$ cat config.mk
export PLATFORM = sky130hd
export DESIGN_NAME = cbuf_acq_sequencer_flat
export DESIGN_NICKNAME = d
export VERILOG_FILES = /design/src/rtl/cbuf_acq_sequencer_if.sv /design/src/rtl/cbuf_acq_sequencer.sv /design/src/flat_wrapper.sv
export SDC_FILE = /design/constraint.sdc
export NUM_CORES = 1
export LEC_CHECK = 0
export ABC_AREA = 1
export CAP_MARGIN = 10
export CELL_PAD_IN_SITES_DETAIL_PLACEMENT = 0
export CELL_PAD_IN_SITES_GLOBAL_PLACEMENT = 1
export CORE_MARGIN = 2
export CORE_UTILIZATION = 43
export DETAILED_ROUTE_END_ITERATION = 8
export DONT_BUFFER_PORTS = 1
export PLACE_DENSITY_LB_ADDON = 0.12
export SYNTH_ARGS = -nofsm -noshare
export SYNTH_HDL_FRONTEND = slang
export SYNTH_SLANG_ARGS = --single-unit
$ cat constraint.sdc
create_clock -name clk -period 2 [get_ports clk]
set_input_delay 0.5 -clock clk [delete_from_list [all_inputs] [get_ports clk]]
set_output_delay 0.5 -clock clk [all_outputs]
set_load 0.02 [all_outputs]
$ cat src/rtl/cbuf_acq_sequencer_if.sv
// DDR3 block write port between the acquisition sequencer (master) and the memory controller (slave).
interface cbuf_acq_sequencer_if #(
    parameter int unsigned AW = 20
);
    logic          wr_req;
    logic [AW-1:0] wr_addr;
    logic          wr_ack;

    modport master (output wr_req, output wr_addr, input wr_ack);
    modport slave  (input wr_req, input wr_addr, output wr_ack);
endinterface

$ cat src/rtl/cbuf_acq_sequencer.sv
// Circular-buffer acquisition sequencer: stores ADC blocks into a wrapping DDR3 ring with
// programmable pre-trigger fill and post-trigger length, then drains writes and flags completion.
module cbuf_acq_sequencer #(
    parameter int unsigned AW    = 20,
    parameter int unsigned LEN_W = 20
) (
    input  logic                 clk,
    input  logic                 reset_n,
    input  logic                 arm_i,
    input  logic                 abort_i,
    input  logic                 acq_trig_i,
    input  logic [LEN_W-1:0]     pre_len_i,
    input  logic [LEN_W-1:0]     post_len_i,
    input  logic                 blk_valid_i,
    cbuf_acq_sequencer_if.master wr,
    output logic                 acq_done_o,
    output logic                 busy_o,
    output logic [AW-1:0]        trig_addr_o,
    output logic                 overrun_o,
    output logic [2:0]           state_o
);

    typedef enum logic [2:0] {
        S_IDLE  = 3'd0,
        S_FILL  = 3'd1,
        S_ARMED = 3'd2,
        S_POST  = 3'd3,
        S_DRAIN = 3'd4,
        S_DONE  = 3'd5
    } state_t;

    state_t           state_q, state_d;
    logic [AW-1:0]    acc_ptr_q, acc_ptr_d;
    logic [LEN_W-1:0] cnt_q, cnt_d;
    logic [LEN_W-1:0] pre_len_q, pre_len_d;
    logic [LEN_W-1:0] post_len_q, post_len_d;
    logic [AW-1:0]    trig_addr_q, trig_addr_d;
    logic             trig_prev_q, trig_prev_d;
    logic             overrun_q, overrun_d;
    logic             acq_done_q, acq_done_d;
    logic             busy_q, busy_d;
    logic             wr_req_q, wr_req_d;
    logic [AW-1:0]    wr_addr_q, wr_addr_d;
    logic             pend_vld_q, pend_vld_d;
    logic [AW-1:0]    pend_addr_q, pend_addr_d;
    logic             aborted_q, aborted_d;

    logic             acq_state_c;
    logic             abort_c;
    logic             take_c;
    logic             store_c;
    logic             drop_c;
    logic             trig_edge_c;
    logic             req_free_c;
    logic [LEN_W-1:0] cnt_inc_c;

    // State and datapath registers
    always_ff @(posedge clk or negedge reset_n) begin
        if (!reset_n) begin
            state_q     <= S_IDLE;
            acc_ptr_q   <= '0;
            cnt_q       <= '0;
            pre_len_q   <= '0;
            post_len_q  <= '0;
            trig_addr_q <= '0;
            trig_prev_q <= 1'b0;
            overrun_q   <= 1'b0;
            acq_done_q  <= 1'b0;
            busy_q      <= 1'b0;
            wr_req_q    <= 1'b0;
            wr_addr_q   <= '0;
            pend_vld_q  <= 1'b0;
            pend_addr_q <= '0;
            aborted_q   <= 1'b0;
        end else begin
            state_q     <= state_d;
            acc_ptr_q   <= acc_ptr_d;
            cnt_q       <= cnt_d;
            pre_len_q   <= pre_len_d;
            post_len_q  <= post_len_d;
            trig_addr_q <= trig_addr_d;
            trig_prev_q <= trig_prev_d;
            overrun_q   <= overrun_d;
            acq_done_q  <= acq_done_d;
            busy_q      <= busy_d;
            wr_req_q    <= wr_req_d;
            wr_addr_q   <= wr_addr_d;
            pend_vld_q  <= pend_vld_d;
            pend_addr_q <= pend_addr_d;
            aborted_q   <= aborted_d;
        end
    end

    // Next-state: block acceptance, write path and acquisition sequencing
    always_comb begin
        state_d     = state_q;
        acc_ptr_d   = acc_ptr_q;
        cnt_d       = cnt_q;
        pre_len_d   = pre_len_q;
        post_len_d  = post_len_q;
        trig_addr_d = trig_addr_q;
        trig_prev_d = acq_trig_i;
        overrun_d   = overrun_q;
        acq_done_d  = acq_done_q;
        wr_req_d    = wr_req_q;
        wr_addr_d   = wr_addr_q;
        pend_vld_d  = pend_vld_q;
        pend_addr_d = pend_addr_q;
        aborted_d   = aborted_q;

        acq_state_c = (state_q == S_FILL) || (state_q == S_ARMED) || (state_q == S_POST);
        abort_c     = abort_i && acq_state_c;
        take_c      = blk_valid_i && acq_state_c && !abort_i;
        store_c     = take_c && !pend_vld_q;
        drop_c      = take_c && pend_vld_q;
        trig_edge_c = acq_trig_i && !trig_prev_q;
        req_free_c  = !wr_req_q || wr.wr_ack;
        cnt_inc_c   = cnt_q + LEN_W'(1);

        // One outstanding request plus a single pending slot; abort discards the slot only
        if (wr_req_q && wr.wr_ack) begin
            wr_req_d = 1'b0;
        end
        if (abort_c) begin
            pend_vld_d = 1'b0;
        end else if (req_free_c && pend_vld_q) begin
            wr_req_d   = 1'b1;
            wr_addr_d  = pend_addr_q;
            pend_vld_d = 1'b0;
        end else if (store_c && req_free_c) begin
            wr_req_d  = 1'b1;
            wr_addr_d = acc_ptr_q;
        end else if (store_c) begin
            pend_vld_d  = 1'b1;
            pend_addr_d = acc_ptr_q;
        end

        if (store_c) begin
            acc_ptr_d = acc_ptr_q + AW'(1);
        end
        if (drop_c) begin
            overrun_d = 1'b1;
        end

        case (state_q)
            S_IDLE, S_DONE: begin
                if (abort_i) begin
                    state_d    = S_IDLE;
                    acq_done_d = 1'b0;
                end else if (arm_i) begin
                    pre_len_d   = pre_len_i;
                    post_len_d  = post_len_i;
                    acq_done_d  = 1'b0;
                    overrun_d   = 1'b0;
                    trig_addr_d = '0;
                    cnt_d       = '0;
                    acc_ptr_d   = '0;
                    aborted_d   = 1'b0;
                    state_d     = (pre_len_i == '0) ? S_ARMED : S_FILL;
                end
            end
            S_FILL: begin
                if (abort_c) begin
                    aborted_d = 1'b1;
                    state_d   = S_DRAIN;
                end else if (store_c) begin
                    if (cnt_inc_c == pre_len_q) begin
                        cnt_d   = '0;
                        state_d = S_ARMED;
                    end else begin
                        cnt_d = cnt_inc_c;
                    end
                end
            end
            S_ARMED: begin
                if (abort_c) begin
                    aborted_d = 1'b1;
                    state_d   = S_DRAIN;
                end else if (trig_edge_c) begin
                    // A block stored on the trigger cycle is post-block #1 at trig_addr
                    trig_addr_d = acc_ptr_q;
                    cnt_d       = store_c ? LEN_W'(1) : '0;
                    if (post_len_q == '0) begin
                        cnt_d   = '0;
                        state_d = S_DRAIN;
                    end else if (store_c && (post_len_q == LEN_W'(1))) begin
                        state_d = S_DRAIN;
                    end else begin
                        state_d = S_POST;
                    end
                end
            end
            S_POST: begin
                if (abort_c) begin
                    aborted_d = 1'b1;
                    state_d   = S_DRAIN;
                end else if (store_c) begin
                    cnt_d = cnt_inc_c;
                    if (cnt_inc_c == post_len_q) begin
                        state_d = S_DRAIN;
                    end
                end
            end
            S_DRAIN: begin
                if (!wr_req_q && !pend_vld_q) begin
                    if (aborted_q) begin
                        aborted_d = 1'b0;
                        state_d   = S_IDLE;
                    end else begin
                        acq_done_d = 1'b1;
                        state_d    = S_DONE;
                    end
                end
            end
            default: begin
                state_d = S_IDLE;
            end
        endcase

        busy_d = (state_d != S_IDLE) && (state_d != S_DONE);
    end

    assign wr.wr_req   = wr_req_q;
    assign wr.wr_addr  = wr_addr_q;
    assign acq_done_o  = acq_done_q;
    assign busy_o      = busy_q;
    assign trig_addr_o = trig_addr_q;
    assign overrun_o   = overrun_q;
    assign state_o     = state_q;

endmodule

$ cat src/flat_wrapper.sv
// flat-port wrapper written by rule: the top's interface ports become plain ports
module cbuf_acq_sequencer_flat 
#(
    parameter int unsigned AW    = 20,
    parameter int unsigned LEN_W = 20
)
  (clk, reset_n, arm_i, abort_i, acq_trig_i, pre_len_i, post_len_i, blk_valid_i, acq_done_o, busy_o, trig_addr_o, overrun_o, state_o, wr_wr_req, wr_wr_addr, wr_wr_ack);
  cbuf_acq_sequencer_if #(.AW(AW)) wr_i ();
  input  logic clk;
  input  logic reset_n;
  input  logic arm_i;
  input  logic abort_i;
  input  logic acq_trig_i;
  input  logic [LEN_W-1:0] pre_len_i;
  input  logic [LEN_W-1:0] post_len_i;
  input  logic blk_valid_i;
  output logic acq_done_o;
  output logic busy_o;
  output logic [AW-1:0] trig_addr_o;
  output logic overrun_o;
  output logic [2:0] state_o;
  output wire logic [$bits(wr_i.wr_req)-1:0] wr_wr_req;
  output wire logic [$bits(wr_i.wr_addr)-1:0] wr_wr_addr;
  input wire logic [$bits(wr_i.wr_ack)-1:0] wr_wr_ack;
  assign wr_wr_req = wr_i.wr_req;
  assign wr_wr_addr = wr_i.wr_addr;
  assign wr_i.wr_ack = wr_wr_ack;
  cbuf_acq_sequencer #(.AW(AW), .LEN_W(LEN_W)) u_core (.clk(clk), .reset_n(reset_n), .arm_i(arm_i), .abort_i(abort_i), .acq_trig_i(acq_trig_i), .pre_len_i(pre_len_i), .post_len_i(post_len_i), .blk_valid_i(blk_valid_i), .wr(wr_i), .acq_done_o(acq_done_o), .busy_o(busy_o), .trig_addr_o(trig_addr_o), .overrun_o(overrun_o), .state_o(state_o));
endmodule
==> metrics.sh <==
STATUS='complete, but fails checks'
VIOLATED_CHECKS='negative hold slack, negative setup slack'
POST_SYNTHESIS_AVERAGE_CELL_AREA_UM2=7.62
REMAINING_MAX_SLEW_BUDGET_AT_THE_TIGHTEST_PIN_PCT=68.7
GLOBAL_ROUTE_WIRE_LENGTH_BEFORE_REPAIR_UM=39400
ANTENNA-DIODE-COUNT=0
CPLARGESTDELAYFAMILY='simple AND/OR/NAND/NOR gates'
CELL_COUNT_FINAL_FILLERS_OUT=1479
PLACEDCELLCOUNT=1392
CRITICAL_PATH.STARTPOINT_TYPE='flop'
R2R_CELLS=18
GPL.FINAL_WEIGHTED_CONGESTION=0.904
WORST-SETUP-PATH-TYPE='reg -> reg'
PLACED_CELL_AREA_MM2=0.00939
ANTENNA_VIOLATING_NETS_POST_ROUTE=0
SYNTH.CELL_AREA_MM2=0.00802
TIMING.RR.END='u_core.cnt_q[7]'
FINAL-MAX-SLEW-VIOLATION-COUNT=0
IR_WORST_VDD_uV=663
FIRST_GLOBAL_VIAS=7274
SYNTH_SEQ_AREA_SHARE_PCT=46.8
SYNTHDOMINANTCELLAREASHARE_PCT=46.8
FIN_SKEW_PS=14.3
GLOBALROUTEMET1UTIL_PCT=39.0
WORSTPATHMAXFANOUT=5
CLOCK_INSERTION_DELAY_AT_THE_LATER_PIN_OF_THE_SKEW_REPORT_PS=430
PLACE.DETAILED.HPWL_UM=17100
PIN_COUNT=94
MAXIMUM_NUMBER_OF_PINS_ON_ONE_NET_BEFORE_GLOBAL_ROUTE_REPAIR=151
NETLIST_TOP_CELLS_AREA='sky130_fd_sc_hd__dfrtp_1, sky130_fd_sc_hd__nand2_1, sky130_fd_sc_hd__nand3_1'
CTS_TREE='built'
SYNTHARSTFLOPSHARE_PCT=100
OVERFLOW=0
SETUP_VIOL=41
MIN_PATH_TYPE='in -> async'
FINALCOREUTILIZATION_PCT=63.2
ROUTEDWLPERCELL_UM=17.7
WORST_CASE_SETUP_MARGIN_IN_THE_FINAL_LAYOUT_PS=-395
NUM_VIAS=7776
WORST_PATH_MAX_DELAY_CELL='sky130_fd_sc_hd__dfrtp_2'
HOLDWS_PS=-243
POST_ROUTE_CELL_AREA_MM2=0.0115
WORST-R2R-SETUP-SLACK_PS=-390
WORST_PATH_MOST_REPEATED_CELL='sky130_fd_sc_hd__nor2_4'
DETAIL_ROUTE.ITER0.VIOLATIONS=524
CLOCK_TREE.BUFFER_DEPTH=2
USE_MET3_PCT=5.37
DIE_W_UM=141
ROW_COUNT=49
DRCVIOLATIONCOUNT=0
POSTSYNTH.TOPFLOPCELL='sky130_fd_sc_hd__dfrtp_1'
ARRIVAL_PS=2700
CORE_REGION_AREA_MM2=0.0181
HTREEDEPTH=4
MAX_CAP_VIOLATIONS=0
GRT_USE_TOTAL_PCT=25.4
DETAILEDROUTE.FIRSTPASSITERATIONCOUNT=5
FINAL_PERIOD_MINUS_WORST_SETUP_SLACK_PS=2390
SYNTH_EDF_COUNT=0
DIE-AREA_MM2=0.0198
CLOCK.FMAX_MHz=418
CELL_BY_CELL_LISTING_OF_THE_CRITICAL_PATH='ha_4 > inv_2 > nor2_4 > nand2_2 > nor2_4 > buf_6 > nand2_4 > nand2_4 > nand2_1 > nand2_1 > nand3_2 > clkinv_2 > nand2_2 > nor2_4 > nand3_2 > nand3_4 > buf_6 > o22ai_2'
DESIGN.FINAL.NETS=1287
GLOBALROUTE.BUSIESTLAYER='met1'
POWER.DENSITY_mW_PER_MM2=1150
LARGEST_AREA_CONTRIBUTOR_IN_THE_NETLIST='sky130_fd_sc_hd__dfrtp_1'
VIA_COUNT_NORMALIZED_BY_INSTANCE_COUNT=5.26
TOTAL_ROUTED_LENGTH_UM=26100
WORSTPATHBUFFERINVERTERCOUNT=4
SYNTH.DISTINCT_CELLS=46
CRITICAL_PATH.REG2REG.STARTPOINT='u_core.cnt_q[1]'
TIMING.CRITICAL_PATH.REQUIRED_PS=2310
GRTUSAGEMET2_PCT=37.3
FLOW.AREA_GROWTH_FROM_SYNTHESIS_PCT=42.9
POST_PLACEMENT_SETUP_SLACK_PS=-575
MAX_STAGE_DELAY_PS=470
FINALHOLDVIOLATIONS=150
CRITPATHCAPTURETYPE='flop'
MAPPEDNETLISTNETS=1103
SYNTH_CELLS=1053
CTS_NUM_SINKS=150
ANTENNA_FOUND_INITIAL=0
CTS_BUFFERS=17
P_LEAK_nW=5.40
IO_BUFFER_COUNT=0
TOTAL_POWER_OF_THE_FINAL_LAYOUT_mW=13.2
WORST_SETUP_HOLD_PATH_CLK_SLEW_PS=70
YS_WARN_COUNT=0
FINAL_PERIOD_UTIL_PCT=120
START_UTIL_PCT=44.2
TIGHTEST_SLEW_PS=466
DRIVE_GT1_SHARE_PCT=37.5
DIE_HEIGHT_UM=141
YS_SEQ_ELEMENTS=150
GRT_SETUP_UNREPAIRED='true'
CLOCK_TREE.ROOT_CELL='sky130_fd_sc_hd__clkbuf_16'
## worst reg2reg max path, stage by stage (launching register included)
cell,delay (ps)
sky130_fd_sc_hd__dfrtp_2,470
sky130_fd_sc_hd__ha_4,190
sky130_fd_sc_hd__inv_2,50
sky130_fd_sc_hd__nor2_4,120
sky130_fd_sc_hd__nand2_2,80
sky130_fd_sc_hd__nor2_4,110
sky130_fd_sc_hd__buf_6,120
sky130_fd_sc_hd__nand2_4,50
sky130_fd_sc_hd__nand2_4,60
sky130_fd_sc_hd__nand2_1,50
sky130_fd_sc_hd__nand2_1,70
sky130_fd_sc_hd__nand3_2,130
sky130_fd_sc_hd__clkinv_2,70
sky130_fd_sc_hd__nand2_2,70
sky130_fd_sc_hd__nor2_4,140
sky130_fd_sc_hd__nand3_2,120
sky130_fd_sc_hd__nand3_4,160
sky130_fd_sc_hd__buf_6,150
sky130_fd_sc_hd__o22ai_2,70
## cells in the final DEF (no fill, tap or decap), drive strengths merged, types with 3 or more instances in the layout
master / n
nand2: 304
buf: 197
dfrtp: 150
inv: 130
nor2: 108
nand3: 106
o21ai: 98
clkbuf: 27
a31oi: 20
a21oi: 17
nor3: 15
nand4: 14
o22ai: 14
xor2: 10
clkinv: 6
nand3b: 5
nor4: 5
mux2: 4
clkinvlp: 3
ha: 3
## report_power, final
group | switching, mW | leakage [nW] | internal [mW] | total (mW)
Clock | 1.41 | 0.271 | 1.69 | 3.10
Combinational | 2.93 | 3.17 | 2.46 | 5.40
Sequential | 0.874 | 1.96 | 3.78 | 4.66
## logic make-up after synthesis
| logic type | Yosys count | share of synthesized area, % |
|---|---|---|
| compound gates | 160 | 11.9 |
| flops | 150 | 46.8 |
| fa+ha+maj | 3 | 0.468 |
| buf+inv | 166 | 8.12 |
| xor+xnor | 12 | 1.48 |
| mux | 4 | 0.561 |
| simple gates | 558 | 30.7 |
## layer usage
layer,wire length (µm),vias up
met2,11600,204
met3,1410,17
met5,0,-
met1,12900,3748
met4,257,0
li1,-,3807
## cell usage after synthesis, types with 3 or more instances
cell                       number
sky130_fd_sc_hd__o22ai_2       10
sky130_fd_sc_hd__o21ai_0       87
sky130_fd_sc_hd__nor2_1        91
sky130_fd_sc_hd__nor4_1         5
sky130_fd_sc_hd__o22ai_1        4
sky130_fd_sc_hd__nand3_2        3
sky130_fd_sc_hd__nand2_2        6
sky130_fd_sc_hd__inv_2          7
sky130_fd_sc_hd__a21oi_1       17
sky130_fd_sc_hd__o21ai_2        4
sky130_fd_sc_hd__inv_1        118
sky130_fd_sc_hd__o21ai_1        7
sky130_fd_sc_hd__nor2_2        11
sky130_fd_sc_hd__nor2_4         5
sky130_fd_sc_hd__xor2_1        10
sky130_fd_sc_hd__clkbuf_1      31
sky130_fd_sc_hd__nand2_1      297
sky130_fd_sc_hd__nand3b_1       5
sky130_fd_sc_hd__mux2_2         4
sky130_fd_sc_hd__nand4_1       13
sky130_fd_sc_hd__nor3_1        12
sky130_fd_sc_hd__ha_1           3
sky130_fd_sc_hd__dfrtp_1      150
sky130_fd_sc_hd__buf_2          5
sky130_fd_sc_hd__nand3_1      103
sky130_fd_sc_hd__a31oi_1       20
## through the flow
stage | setup TNS (ps) | hold WS, ps
after floorplan | 0 | 204
after global placement | -13080 | 210
after detailed placement | -13860 | 212
after CTS | -8490 | -252
after global routing | -17520 | -264
final | -8920 | -243
## sequential cells by signal, summed over array words and instances (netlist names)
register / cells
u_core.pend_vld_q: 1
u_core.wr.wr_addr: 20
u_core.trig_addr_o: 20
u_core.wr.wr_req: 1
u_core.overrun_o: 1
u_core.busy_o: 1
u_core.aborted_q: 1
u_core.trig_prev_q: 1
u_core.acq_done_o: 1
u_core.post_len_q: 20
u_core.pre_len_q: 20
u_core.pend_addr_q: 20
u_core.acc_ptr_q: 20
u_core.cnt_q: 20
u_core.state_o: 3
## final cells by class
| type | count | area [µm²] |
|---|---|---|
| clock buffer | 19 | 453 |
| clock inverter | 13 | 111 |
| fill | 1600 | 6680 |
| inverter | 126 | 499 |
| multi-input combinational | 737 | 4420 |
| sequential | 150 | 3760 |
| tap | 229 | 287 |
| timing repair buffer | 205 | 1930 |
## what timing repair did
action	in CTS	in global routing
resized for setup	79	196
buffers inserted	26	19
cloned	0	13
hold endpoints to repair	150	150
pin swaps	41	57
setup endpoints to repair	69	105
## worst max path at each step
stage	startpoint	slack [ps]	cells after the start	end
2_1_floorplan	u_core.cnt_q[1]	1	15	u_core.cnt_q[19]
3_3_place_gp	u_core.cnt_q[1]	-560	20	u_core.busy_o
3_5_place_dp	u_core.cnt_q[1]	-570	18	u_core.busy_o
4_1_cts	u_core.cnt_q[0]	-400	16	u_core.cnt_q[7]
5_1_grt	u_core.cnt_q[0]	-610	19	u_core.busy_o
6_report	u_core.cnt_q[1]	-390	18	u_core.cnt_q[7]
No activity file was read; power rests on OpenSTA's default activity.
